<file path="src/rtl/vga_pkg.sv">
// Shared widths, screen geometry, display modes and colour constants for the
// VGA sprite path.
package vga_pkg;
  localparam int X_W      = 10;
  localparam int Y_W      = 10;
  localparam int SPR_XW   = 10;
  localparam int SPR_YW   = 9;
  localparam int H_ACTIVE = 640;
  localparam int V_ACTIVE = 480;

  typedef enum logic [1:0] {
    MODE_NORMAL = 2'd0,
    MODE_WIN    = 2'd1,
    MODE_LOSE   = 2'd2,
    MODE_BLANK  = 2'd3
  } mode_e;

  localparam logic [2:0] BLACK = 3'b000;
  localparam logic [2:0] RED   = 3'b100;
  localparam logic [2:0] GREEN = 3'b010;
  localparam logic [2:0] BLUE  = 3'b001;
endpackage

</file>
<file path="src/rtl/sprite_hit.sv">
// One sprite channel: frame-stable shadow copy of position/enable/colour and
// the window test of the current pixel against it.
module sprite_hit
  import vga_pkg::*;
#(
  parameter int SPR_W = 10,
  parameter int SPR_H = 10
) (
  input  logic              clk_i,
  input  logic              rst_ni,
  input  logic              load_i,
  input  logic [SPR_XW-1:0] x_i,
  input  logic [SPR_YW-1:0] y_i,
  input  logic              en_i,
  input  logic [2:0]        rgb_i,
  input  logic [X_W-1:0]    x_count_i,
  input  logic [Y_W-1:0]    y_count_i,
  output logic              hit_o,
  output logic [2:0]        rgb_o
);
  logic [SPR_XW-1:0] sx_q;
  logic [SPR_YW-1:0] sy_q;
  logic              en_q;
  logic [2:0]        rgb_q;

  always_ff @(posedge clk_i or negedge rst_ni) begin
    if (!rst_ni) begin
      sx_q  <= '0;
      sy_q  <= '0;
      en_q  <= 1'b0;
      rgb_q <= '0;
    end else if (load_i) begin
      sx_q  <= x_i;
      sy_q  <= y_i;
      en_q  <= en_i;
      rgb_q <= rgb_i;
    end
  end

  // 11-bit window bounds: sprites near the right/bottom edge clip instead of wrapping.
  logic [10:0] px, py, sx, sy, x_end, y_end;
  assign px    = 11'(x_count_i);
  assign py    = 11'(y_count_i);
  assign sx    = 11'(sx_q);
  assign sy    = 11'(sy_q);
  assign x_end = sx + 11'(SPR_W);
  assign y_end = sy + 11'(SPR_H);

  assign hit_o = en_q && (px >= sx) && (px < x_end) && (py >= sy) && (py < y_end);
  assign rgb_o = rgb_q;
endmodule

</file>
<file path="src/rtl/sprite_compositor.sv">
// N-channel sprite compositor: per-frame shadow load, priority colour resolve
// with border and mode overrides, two-stage pipeline and per-frame collision flags.
module sprite_compositor
  import vga_pkg::*;
#(
  parameter int NUM_SPR  = 4,
  parameter int SPR_W    = 10,
  parameter int SPR_H    = 10,
  parameter int BORDER_W = 11
) (
  input  logic                      master_clk,
  input  logic                      resetn,
  input  logic                      pix_en,
  input  logic [X_W-1:0]            x_count,
  input  logic [Y_W-1:0]            y_count,
  input  logic                      display_area,
  input  logic [NUM_SPR*SPR_XW-1:0] spr_x,
  input  logic [NUM_SPR*SPR_YW-1:0] spr_y,
  input  logic [NUM_SPR-1:0]        spr_en,
  input  logic [NUM_SPR*3-1:0]      spr_rgb,
  input  logic                      pos_valid,
  input  logic [1:0]                mode,
  output logic                      pos_taken,
  output logic                      frame_done,
  output logic [NUM_SPR-1:0]        hit,
  output logic [7:0]                VGA_R,
  output logic [7:0]                VGA_G,
  output logic [7:0]                VGA_B
);
  logic fs, load;
  assign fs   = pix_en && (x_count == '0) && (y_count == '0);
  assign load = fs && pos_valid;

  logic [NUM_SPR-1:0] hit_c;
  logic [2:0]         rgb_c [NUM_SPR];

  for (genvar g = 0; g < NUM_SPR; g++) begin : g_spr
    sprite_hit #(.SPR_W(SPR_W), .SPR_H(SPR_H)) u_hit (
      .clk_i     (master_clk),
      .rst_ni    (resetn),
      .load_i    (load),
      .x_i       (spr_x[g*SPR_XW +: SPR_XW]),
      .y_i       (spr_y[g*SPR_YW +: SPR_YW]),
      .en_i      (spr_en[g]),
      .rgb_i     (spr_rgb[g*3 +: 3]),
      .x_count_i (x_count),
      .y_count_i (y_count),
      .hit_o     (hit_c[g]),
      .rgb_o     (rgb_c[g])
    );
  end

  // Colour is captured alongside the hit bits so a shadow load never mixes
  // an old window with a new colour on the frame-start pixel.
  logic [2:0] sel_rgb_d;
  always_comb begin
    sel_rgb_d = BLACK;
    for (int i = NUM_SPR - 1; i >= 0; i--) begin
      if (hit_c[i]) sel_rgb_d = rgb_c[i];
    end
  end

  logic border_d;
  assign border_d = (int'(x_count) < BORDER_W) || (int'(x_count) >= H_ACTIVE - BORDER_W) ||
                    (int'(y_count) < BORDER_W) || (int'(y_count) >= V_ACTIVE - BORDER_W);

  logic [NUM_SPR-1:0] hit_s1_q;
  logic [2:0]         sel_rgb_s1_q;
  logic               border_s1_q, da_s1_q, fs_s1_q, pix_en_s1_q;
  mode_e              mode_s1_q;

  always_ff @(posedge master_clk or negedge resetn) begin
    if (!resetn) begin
      hit_s1_q     <= '0;
      sel_rgb_s1_q <= BLACK;
      border_s1_q  <= 1'b0;
      da_s1_q      <= 1'b0;
      fs_s1_q      <= 1'b0;
      pix_en_s1_q  <= 1'b0;
      mode_s1_q    <= MODE_NORMAL;
    end else begin
      hit_s1_q     <= hit_c;
      sel_rgb_s1_q <= sel_rgb_d;
      border_s1_q  <= border_d;
      da_s1_q      <= display_area;
      fs_s1_q      <= fs;
      pix_en_s1_q  <= pix_en;
      mode_s1_q    <= mode_e'(mode);
    end
  end

  logic [2:0] col_d, col_q;
  always_comb begin
    col_d = BLACK;
    case (mode_s1_q)
      MODE_BLANK: col_d = BLACK;
      MODE_WIN:   col_d = GREEN;
      MODE_LOSE:  col_d = RED;
      default: begin
        if (!da_s1_q)         col_d = BLACK;
        else if (|hit_s1_q)   col_d = sel_rgb_s1_q;
        else if (border_s1_q) col_d = BLUE;
        else                  col_d = BLACK;
      end
    endcase
  end

  logic [NUM_SPR-1:0] contrib, hit_acc_d, hit_acc_q, hit_d, hit_q;
  logic               pos_taken_q;

  assign contrib = (pix_en_s1_q && da_s1_q && ($countones(hit_s1_q) > 1)) ? hit_s1_q : '0;

  // At frame start the in-flight contribution still belongs to the closing frame.
  always_comb begin
    hit_acc_d = hit_acc_q | contrib;
    hit_d     = hit_q;
    if (fs) begin
      hit_d     = hit_acc_q | contrib;
      hit_acc_d = '0;
    end
  end

  always_ff @(posedge master_clk or negedge resetn) begin
    if (!resetn) begin
      col_q       <= BLACK;
      hit_acc_q   <= '0;
      hit_q       <= '0;
      pos_taken_q <= 1'b0;
    end else begin
      col_q       <= col_d;
      hit_acc_q   <= hit_acc_d;
      hit_q       <= hit_d;
      pos_taken_q <= load;
    end
  end

  assign pos_taken  = pos_taken_q;
  assign frame_done = fs_s1_q;
  assign hit        = hit_q;
  assign VGA_R      = {8{col_q[2]}};
  assign VGA_G      = {8{col_q[1]}};
  assign VGA_B      = {8{col_q[0]}};
endmodule

</file>
<file path="config.mk">
export PLATFORM = sky130hd
export DESIGN_NAME = sprite_compositor
export DESIGN_NICKNAME = d
export VERILOG_FILES = /design/src/rtl/vga_pkg.sv /design/src/rtl/sprite_hit.sv /design/src/rtl/sprite_compositor.sv
export SDC_FILE = /design/constraint.sdc
export NUM_CORES = 1
export LEC_CHECK = 0
export BUFFER_PORTS_ARGS = -buffer_cell sky130_fd_sc_hd__buf_2
export CAP_MARGIN = 20
export CORE_ASPECT_RATIO = 0.75
export CORE_MARGIN = 5
export CORE_UTILIZATION = 55
export DETAILED_ROUTE_END_ITERATION = 6
export PLACE_DENSITY = 0.78
export SYNTH_ARGS = -nofsm -noshare
export SYNTH_HDL_FRONTEND = slang
export SYNTH_SLANG_ARGS = --single-unit
</file>
<file path="constraint.sdc">
create_clock -name master_clk -period 3.4 [get_ports master_clk]
set_clock_uncertainty 0.2 [all_clocks]
set_input_delay 0.68 -clock master_clk [delete_from_list [all_inputs] [get_ports master_clk]]
set_output_delay 0.68 -clock master_clk [all_outputs]
set_load 0.005 [all_outputs]
</file>
-- After elaboration in Yosys (flattened, before gate mapping)
Index checks and enable logic that the tools add are counted.
- register bits after elaboration: 117
- input port bits: 119
- logic and storage cells: 100
- add/subtract/negate cells: 11
- magnitude comparators: 21
- eq/ne operators: 3
- mux-type cells: 10
- bitwise logic cells: 1
- reductions and logical operators: 27
- operator list (cell ; number):
    less-than comparator 10 x 11 -> 1 bit ; 8
    adder 10 x 4 -> 11 bit, second input constant ; 4
    adder 9 x 4 -> 10 bit, second input constant ; 4
    greater-or-equal comparator 10 bit ; 4
    greater-or-equal comparator 10 x 9 -> 1 bit ; 4
    logical AND 1 bit ; 21
    zero test 10 bit ; 2
    less-than comparator 10 x 4 -> 1 bit, second input constant ; 2
    2-to-1 mux 3 bit ; 6
    greater-or-equal comparator 10 bit, second input constant ; 1
    greater-or-equal comparator 10 x 9 -> 1 bit, second input constant ; 1
    one-hot mux 3 bit (3 select lines) ; 1
    2-to-1 mux 4 bit ; 2
    adder 1 x 1 -> 2 bit ; 2
    equality test 2 bit, second input constant ; 2
    OR 4 bit ; 1
    OR reduction 4 bit ; 1
    adder 2 x 2 -> 3 bit ; 1
    greater-than comparator 3 x 1 -> 1 bit, second input constant ; 1
    logical OR 1 bit ; 3
    equality test 2 x 1 -> 1 bit, second input constant ; 1
    2-to-1 mux 1 bit ; 1

-- Longest topological paths before layout
Gate-level depths: netlist (run 1).
- depth after elaboration: 9
- mapped depth: 12

-- Hierarchy
From an unflattened synthesis (run 1), not the netlist that was laid out.
- cells, all modules: 932
- area total of the unflattened synthesis: 8837.2 um2
- by module, submodules not included (module ; times used ; cells an instance ; area each (um2) ; sequential area each (um2)):
    sprite_hit at g_spr[1].u_hit ... ; 2 ; 205 ; 1899.3 ; 575.6
    sprite_hit at g_spr[2].u_hit ; 1 ; 201 ; 1899.3 ; 575.6
    sprite_hit at g_spr[0].u_hit ; 1 ; 201 ; 1896.8 ; 575.6
    sprite_compositor ; 1 ; 120 ; 1242.4 ; 625.6

-- Least setup slack after synthesis (run 1)
Ideal clock, no wire load.
- path kind: reg2reg
- start: reg g_spr[2].u_hit.sy_q[4]
- end: reg sel_rgb_s1_q[0]
- library setup time: 0.148 ns
- arrival time: 2.769 ns
- required time: 3.052 ns
- slack: 0.283 ns
- stages on the path, launching flop included: 13
- period minus slack after synthesis: 3.117 ns
- path through: dfrtp_1 inv_1 nor3_1 nor3b_1 xnor2_1 ha_1 a21o_1 a221oi_1 o21ai_1 a2111o_1 or3_1 a31oi_1 a222oi_1
- word-level cells in the longest chain between the ends: 6
- elaborated cells on any way between the ends: 8
- RTL lines (element ; line ; source):
    from (decl) ; sprite_hit.sv:22 ; logic [SPR_YW-1:0] sy_q;
    from (signal assigned) ; sprite_hit.sv:34 ; sy_q <= y_i;
    adder 9 x 4 -> 10 bit or greater-or-equal comparator 10 x 9 -> 1 bit (tied branches) ; sprite_hit.sv:47, sprite_hit.sv:49 ;
    less-than comparator 10 x 11 -> 1 bit or logical AND 1 bit (tied branches) ; sprite_hit.sv:49 ; assign hit_o = en_q && (px >= sx) && (px < x_end) && (py >= sy) && (py < y_end);
    logical AND 1 bit * ; sprite_hit.sv:49 ;
    2-to-1 mux 3 bit * (3 in a row) ; sprite_compositor.sv:59 ; if (hit_c[i]) sel_rgb_d = rgb_c[i];
    via sel_rgb_d[0] ; sprite_compositor.sv:55 ; logic [2:0] sel_rgb_d;
    to (signal assigned) ; sprite_compositor.sv:83 ; sel_rgb_s1_q <= sel_rgb_d;
    to (decl) ; sprite_compositor.sv:68 ; logic [2:0] sel_rgb_s1_q;
Mark *: on every way through the listed nets, which the timed path passes. The rest lies on a longest branch.
A chain may end at the register's enable or synchronous reset.

-- Final worst setup path (run 1)
- start: reg g_spr[2].u_hit.sx_q[2]
- end: reg sel_rgb_s1_q[2]
- word-level cells in the longest chain between the ends: 8
- elaborated cells on any way between the ends: 10
- RTL lines (element ; line ; source):
    from (decl) ; sprite_hit.sv:21 ; logic [SPR_XW-1:0] sx_q;
    from (signal assigned) ; sprite_hit.sv:33 ; sx_q <= x_i;
    adder 10 x 4 -> 11 bit or greater-or-equal comparator 10 bit (tied branches) ; sprite_hit.sv:46, sprite_hit.sv:49 ;
    less-than comparator 10 x 11 -> 1 bit or logical AND 1 bit (tied branches) ; sprite_hit.sv:49 ;
    logical AND 1 bit * (3 in a row) ; sprite_hit.sv:49 ;
    2-to-1 mux 3 bit * (3 in a row) ; sprite_compositor.sv:59 ;
    via sel_rgb_d[2] ; sprite_compositor.sv:55 ;
Marked as above.

==> impl_metrics.env, run 1 <==
export IMPL_cts_buffers=17
export IMPL_rows=40
export IMPL_fmax_mhz=299
export IMPL_cts_tree="done"
export IMPL_whs_ps=34.1
export IMPL_ys_seq_area_frac=0.333
export IMPL_p_leak_uw=0.00528
export IMPL_startpoint="g_spr[2].u_hit.sx_q[2]"
export IMPL_final_area_um2=10400
export IMPL_synth_distinct_cells=59
export IMPL_end_kind="flop"
export IMPL_ios=149
export IMPL_endpoint="sel_rgb_s1_q[2]"
export IMPL_htreeDepth=4
export IMPL_clock_path_buffers=2
export IMPL_synth_warnings=0
export IMPL_slowest_delay_ps=540
export IMPL_synth_compound_area_frac=0.173
export IMPL_slew_headroom=0.491
export IMPL_fp_dieH_um=120
export IMPL_p_switching_uw=806
export IMPL_power_frac_seq=0.422
export IMPL_routed_wl_um=23400
export IMPL_path_max_fanout=4
export IMPL_power_frac_comb=0.099
export IMPL_peakVddDrop_mv=0.342
export IMPL_dp_hpwl_um=17700
export IMPL_reg2reg_depth=11
export IMPL_io_buffers=148
export IMPL_maxCapViolations=0
export IMPL_hold_path_class="in -> async"
export IMPL_synth_adder_area_share=0.225
export IMPL_clk_pin_slew_ps=50
export IMPL_die_w_um=156
export IMPL_die_area_um2=18700
export IMPL_synth_area_top_cells="dfrtp_1, ha_1, nand2_1, o21ai_0, xnor2_1"
export IMPL_hold_viol=0
export IMPL_synth_common_cells="ha_1, nand2_1, dfrtp_1, o21ai_0, inv_1"
export IMPL_drive_gt1_frac=0.200
export IMPL_gp_congestion=0.937
export IMPL_r2r_start="g_spr[2].u_hit.sx_q[2]"
export IMPL_yosys_mux_area_fraction=0.00114
export IMPL_antenna_found_initial=1
export IMPL_avgRoutedWirePerCell_um=17.3
export IMPL_root_buffer="clkbuf_16"
export IMPL_path_class="reg -> reg"
export IMPL_clkLatencyLatePin_ps=420
export IMPL_synth_async_reset_ratio=1.00
export IMPL_overflow=0
export IMPL_synth_top_area_cell="dfrtp_1"
export IMPL_synth_simple_area_share=0.150
export IMPL_setup_viol=0
export IMPL_via_per_inst=5.74
export IMPL_startpoint_type="flop"
export IMPL_worstReg2RegEnd="sel_rgb_s1_q[2]"
export IMPL_grt_first_pass_wirelength_um=38200
export IMPL_crit_chain="ha_4 -> o21ai_2 -> or3_4 -> xnor2_2 -> ha_2 -> o211ai_1 -> nor2_1 -> a2111o_1 -> nor4b_2 -> a31oi_2 -> a222oi_1"
export IMPL_dpl_instance_area_um2=9730
export IMPL_grt_max_degree=81
export IMPL_critical_path_required_ps=3490
export IMPL_diodes=0
export IMPL_netlist_area_leader_share=0.333
export IMPL_core_area_um2=15900
export IMPL_area_delta_synth_final_pct=18.5
export IMPL_ff2ff_setup_slack_ps=60
export IMPL_worstPathArrival_ps=3430
export IMPL_rsz0062_at_grt="true"
export IMPL_synth_top_family_by_area="adder cells"
export IMPL_min_period_ps=3340
export IMPL_cp_slowest_cell="a2111o_1"
export IMPL_period_share=0.983
export IMPL_p_clk_frac=0.479
export IMPL_synth_edff_count=0
export IMPL_grt_usage=0.255
export IMPL_ant_nets=0
export IMPL_swShare=0.242
export IMPL_finalMaxSlewViolations=0
export IMPL_synth_nets=1266
export IMPL_synth_xor_area_share=0.0517
export IMPL_synth_ff_type="dfrtp_1"
export IMPL_p_int_uw=2520
export IMPL_syn_inst=989
export IMPL_nNetsFinal=1410
export IMPL_postLayoutCoreUtil=0.657
export IMPL_ys_seq_elements=117
export IMPL_syn_area_um2=8800
export IMPL_cts_sinks=117
export IMPL_yosysMostFrequentCell="ha_1"
export IMPL_via_count=7773
export IMPL_worst_pin_slew_ps=760
export IMPL_powerDensity_nw_per_um2=319
export IMPL_status="completed"
export IMPL_avgSynthCellArea_um2=8.90
export IMPL_first_pass_iters=6
export IMPL_drcViolationCount=0
export IMPL_drt_first_iter_violations=468
export IMPL_start_util=0.555
export IMPL_grt_pass1_vias=7700
-- flip-flops by register name, summed over array words and instances (netlist names), 3 cells and up --
signal and cells:
hit_s1_q 4, col_q 3, g_spr.u_hit.en_q 4, sel_rgb_s1_q 3, hit_acc_q 4, g_spr.u_hit.sx_q 40
g_spr.u_hit.rgb_o 12, g_spr.u_hit.sy_q 36, hit 4
-- metal layers --
metal | GRT usage | vias to the layer above | wire length, µm | part of all wire
met5 | 0 | - | 19 | 0.00081
met4 | 0.0889 | 2 | 468 | 0.020
met3 | 0.0559 | 41 | 1910 | 0.081
met2 | 0.396 | 306 | 10500 | 0.45
met1 | 0.355 | 3663 | 10500 | 0.45
li1 | - | 3761 | - | -
-- repair_timing --
| item | in CTS | in global routing |
|---|---|---|
| resized for setup | 3 | 30 |
| pin swaps | 3 | 11 |
| hold buffers | 0 | 0 |
| buffers inserted | 1 | 2 |
| setup endpoints to repair | 2 | 3 |
-- worst max-delay path: cells and delay by family, from the launching register on --
family / cells / cell delay (ps)
compound gates: 5 / 1220
simple gates: 3 / 770
fa+ha+maj: 2 / 450
flops: 1 / 390
xor+xnor: 1 / 160
-- how the worst min path moves through the flow --
stage | start | to | cells after the start
6_report | resetn | g_spr[0].u_hit.sx_q[2] | 1
5_1_grt | resetn | g_spr[0].u_hit.sx_q[2] | 1
4_1_cts | resetn | g_spr[0].u_hit.sx_q[8] | 1
3_5_place_dp | g_spr[2].u_hit.rgb_o[2] | g_spr[2].u_hit.rgb_o[2] | 2
3_3_place_gp | g_spr[2].u_hit.rgb_o[1] | g_spr[2].u_hit.rgb_o[1] | 2
2_1_floorplan | resetn | border_s1_q | 0
-- final cells by class --
type	instances	area [µm²]
multi-input cells	740	5450
fillers	1278	5430
well taps	210	263
inverters	90	338
flip-flops and latches	117	2930
clock buffers	27	493
clock inverters	4	22.5
repair buffers	167	936
-- kinds of logic after synthesis --
family,count (synthesis)
muxes,1
xor gates and xnor gates,52
AOI/OAI and AO/OA,249
and+or+nand+nor,280
DFF,117
buffers and inverters,132
adders and majority gates,158
-- power groups by stage --
stage | Sequential, µW | Combinational [µW] | Clock (µW)
after detailed placement | 1430 | 322 | 0
after CTS | 1400 | 326 | 1610
after floorplan | 1430 | 141 | 0
final | 1400 | 331 | 1590
after global routing | 1400 | 375 | 1670
after global placement | 1430 | 311 | 0
-- through the flow --
stage | TNS [ps] | cells | power, µW | setup WS, ps
2_1_floorplan | 0 | 989 | 1570 | 283
3_3_place_gp | 0 | 1321 | 1740 | 109
3_5_place_dp | -55.9 | 1321 | 1750 | -31.5
4_1_cts | 0 | 1353 | 3340 | 14.3
5_1_grt | -62.4 | 1355 | 3450 | -62.4
6_report | 0 | 1355 | 3330 | 58.3
-- layout by cell type (no fill, tap or decap), drive strengths merged, types with 11 or more instances in the layout --
master,count
inv,89
dfrtp,117
clkbuf,27
a21oi,47
nor3,12
nand2,155
nand3,14
a31oi,11
ha,157
nand4,11
buf,167
o21ai,114
nor2,32
xnor2,44
a21o,16
Note: power is estimated with default switching activity, not from simulation.
==> run 2: changes to the inputs <==
- CTS_BUF_LIST: unset -> sky130_fd_sc_hd__clkbuf_2 sky130_fd_sc_hd__clkbuf_4 sky130_fd_sc_hd__clkbuf_8
==> run 2 against run 1 <==
Net effect:
- core utilization shrank 0.71 points
- clock power shrank 27%
- die area is the same
- largest power group is now registers
- global-route usage shrank 0.49 points
- largest cell class unchanged
==> impl_metrics.env, run 2 (same netlist as run 1, synthesis figures left out) <==
export IMPL_grt_max_degree=81
export IMPL_startpoint="g_spr[2].u_hit.sx_q[2]"
export IMPL_worstPathArrival_ps=3500
export IMPL_dp_hpwl_um=17700
export IMPL_critical_path_required_ps=3510
export IMPL_placed_cells=1321
export IMPL_final_area_um2=10300
export IMPL_min_period_ps=3390
export IMPL_path_max_fanout=4
export IMPL_nFillCells=1299
export IMPL_clk_pin_slew_ps=70
export IMPL_setup_viol=0
export IMPL_swShare=0.257
export IMPL_cts_buffers=17
export IMPL_htreeDepth=4
export IMPL_reg2reg_depth=12
export IMPL_path_depth=12
export IMPL_slowest_delay_ps=510
export IMPL_drcViolationCount=0
export IMPL_die_area_um2=18700
export IMPL_io_buffers=148
export IMPL_grt_first_pass_wirelength_um=37500
export IMPL_via_per_inst=5.65
export IMPL_grt_usage=0.251
export IMPL_p_switching_uw=744
export IMPL_largest_reg_flops=40
export IMPL_hold_path_class="in -> reg"
export IMPL_slew_headroom=0.418
export IMPL_path_buf_inv=0
export IMPL_fp_dieH_um=120
export IMPL_clock_path_buffers=2
export IMPL_cp_slowest_cell="a2111o_1"
export IMPL_cts_sinks=117
export IMPL_die_w_um=156
export IMPL_dpl_instance_area_um2=9730
export IMPL_rows=40
export IMPL_powerDensity_nw_per_um2=280
export IMPL_ant_nets=0
export IMPL_ff2ff_setup_slack_ps=10
export IMPL_worst_pin_slew_ps=868
export IMPL_startpoint_type="flop"
export IMPL_fin_cells=1357
export IMPL_routed_wl_um=23300
export IMPL_p_leak_uw=0.00523
export IMPL_cts_tree="done"
export IMPL_maxCapViolations=0
export IMPL_root_buffer="clkbuf_8"
export IMPL_start_util=0.555
export IMPL_finalMaxSlewViolations=0
export IMPL_worstReg2RegEnd="sel_rgb_s1_q[1]"
export IMPL_via_count=7671
export IMPL_fmax_mhz=295
export IMPL_drt_first_iter_violations=511
export IMPL_status="completed"
export IMPL_power_frac_seq=0.484
export IMPL_postLayoutCoreUtil=0.650
export IMPL_grt_pass1_vias=7608
export IMPL_layout_cells_most_common_list="nand2_1, ha_1, buf_2"
export IMPL_avgRoutedWirePerCell_um=17.2
export IMPL_top_register="g_spr.u_hit.sx_q"
export IMPL_rsz0062_at_grt="true"
export IMPL_end_kind="flop"
export IMPL_period_share=0.996
export IMPL_p_clk_frac=0.401
export IMPL_endpoint="sel_rgb_s1_q[1]"
export IMPL_p_int_uw=2150
export IMPL_fin_tns_setup_ps=0
export IMPL_gp_congestion=0.937
export IMPL_diodes=0
export IMPL_cp_top_family="compound AO/OA/AOI/OAI gates"
export IMPL_core_area_um2=15900
export IMPL_peakVddDrop_mv=0.228
export IMPL_overflow=0
export IMPL_hold_viol=0
export IMPL_ios=149
export IMPL_path_class="reg -> reg"
export IMPL_crit_chain="ha_4 -> o21ai_2 -> or3_4 -> xnor2_2 -> ha_2 -> a211oi_2 -> and3_1 -> o21ai_1 -> a2111o_1 -> or3_4 -> a31oi_2 -> a222oi_1"
export IMPL_first_pass_iters=5
export IMPL_power_frac_comb=0.114
export IMPL_r2r_start="g_spr[2].u_hit.sx_q[2]"
export IMPL_drive_gt1_frac=0.207
export IMPL_antenna_found_initial=1
export IMPL_clkLatencyLatePin_ps=460
export IMPL_nNetsFinal=1412
export IMPL_crit_top_cell="or3_4"
export IMPL_area_delta_synth_final_pct=17.2
-- run 2: metal layers --
metal / part of all wire / GRT usage / vias up
met5: 0.00030 / 0 / -
met4: 0.019 / 0.0862 / 2
met3: 0.073 / 0.0570 / 40
met2: 0.45 / 0.388 / 249
met1: 0.46 / 0.347 / 3613
li1: - / - / 3767
-- run 2: power by group through the flow --
stage / Combinational, µW / Clock [µW] / Sequential (µW)
after global routing: 375 / 1240 / 1400
after floorplan: 141 / 0 / 1430
after detailed placement: 322 / 0 / 1430
final: 331 / 1160 / 1400
after global placement: 311 / 0 / 1430
after CTS: 326 / 1180 / 1400
-- run 2: how the worst min path moves through the flow --
stage                                        from                       to  slack (ps)  depth (start not counted)
after floorplan                            resetn              border_s1_q         180                          0
after global placement    g_spr[2].u_hit.rgb_o[1]  g_spr[2].u_hit.rgb_o[1]         250                          2
after detailed placement  g_spr[2].u_hit.rgb_o[2]  g_spr[2].u_hit.rgb_o[2]         250                          2
after CTS                                 mode[1]             mode_s1_q[1]         130                          1
after global routing                      mode[1]             mode_s1_q[1]         140                          1
final                                     mode[0]             mode_s1_q[0]         150                          1
-- run 2: through the flow --
| step | hold WS [ps] | setup slack (ps) | power (µW) |
|---|---|---|---|
| 2_1_floorplan | 184 | 283 | 1570 |
| 3_3_place_gp | 250 | 109 | 1740 |
| 3_5_place_dp | 248 | -31.5 | 1750 |
| 4_1_cts | 127 | 13.3 | 2910 |
| 5_1_grt | 135 | -68.2 | 3020 |
| 6_report | 147 | 13.9 | 2890 |
-- run 2: final cells by class --
cell class,instances,area (µm²),share of cell area
multi-input combinational,740,5490,0.532
sequential,117,2930,0.284
timing repair buffer,169,953,0.0924
inverter,90,338,0.0327
clock buffer,27,328,0.0318
tap,210,263,0.0255
clock inverter,4,22.5,0.00218
-- run 2: timing repair --
action,4_1_cts,5_1_grt
gates resized for setup,3,35
cloned,0,0
hold endpoints to repair,8,0
setup buffers,1,3
pin swaps,3,12
hold buffers,1,0
setup endpoints to repair,3,3
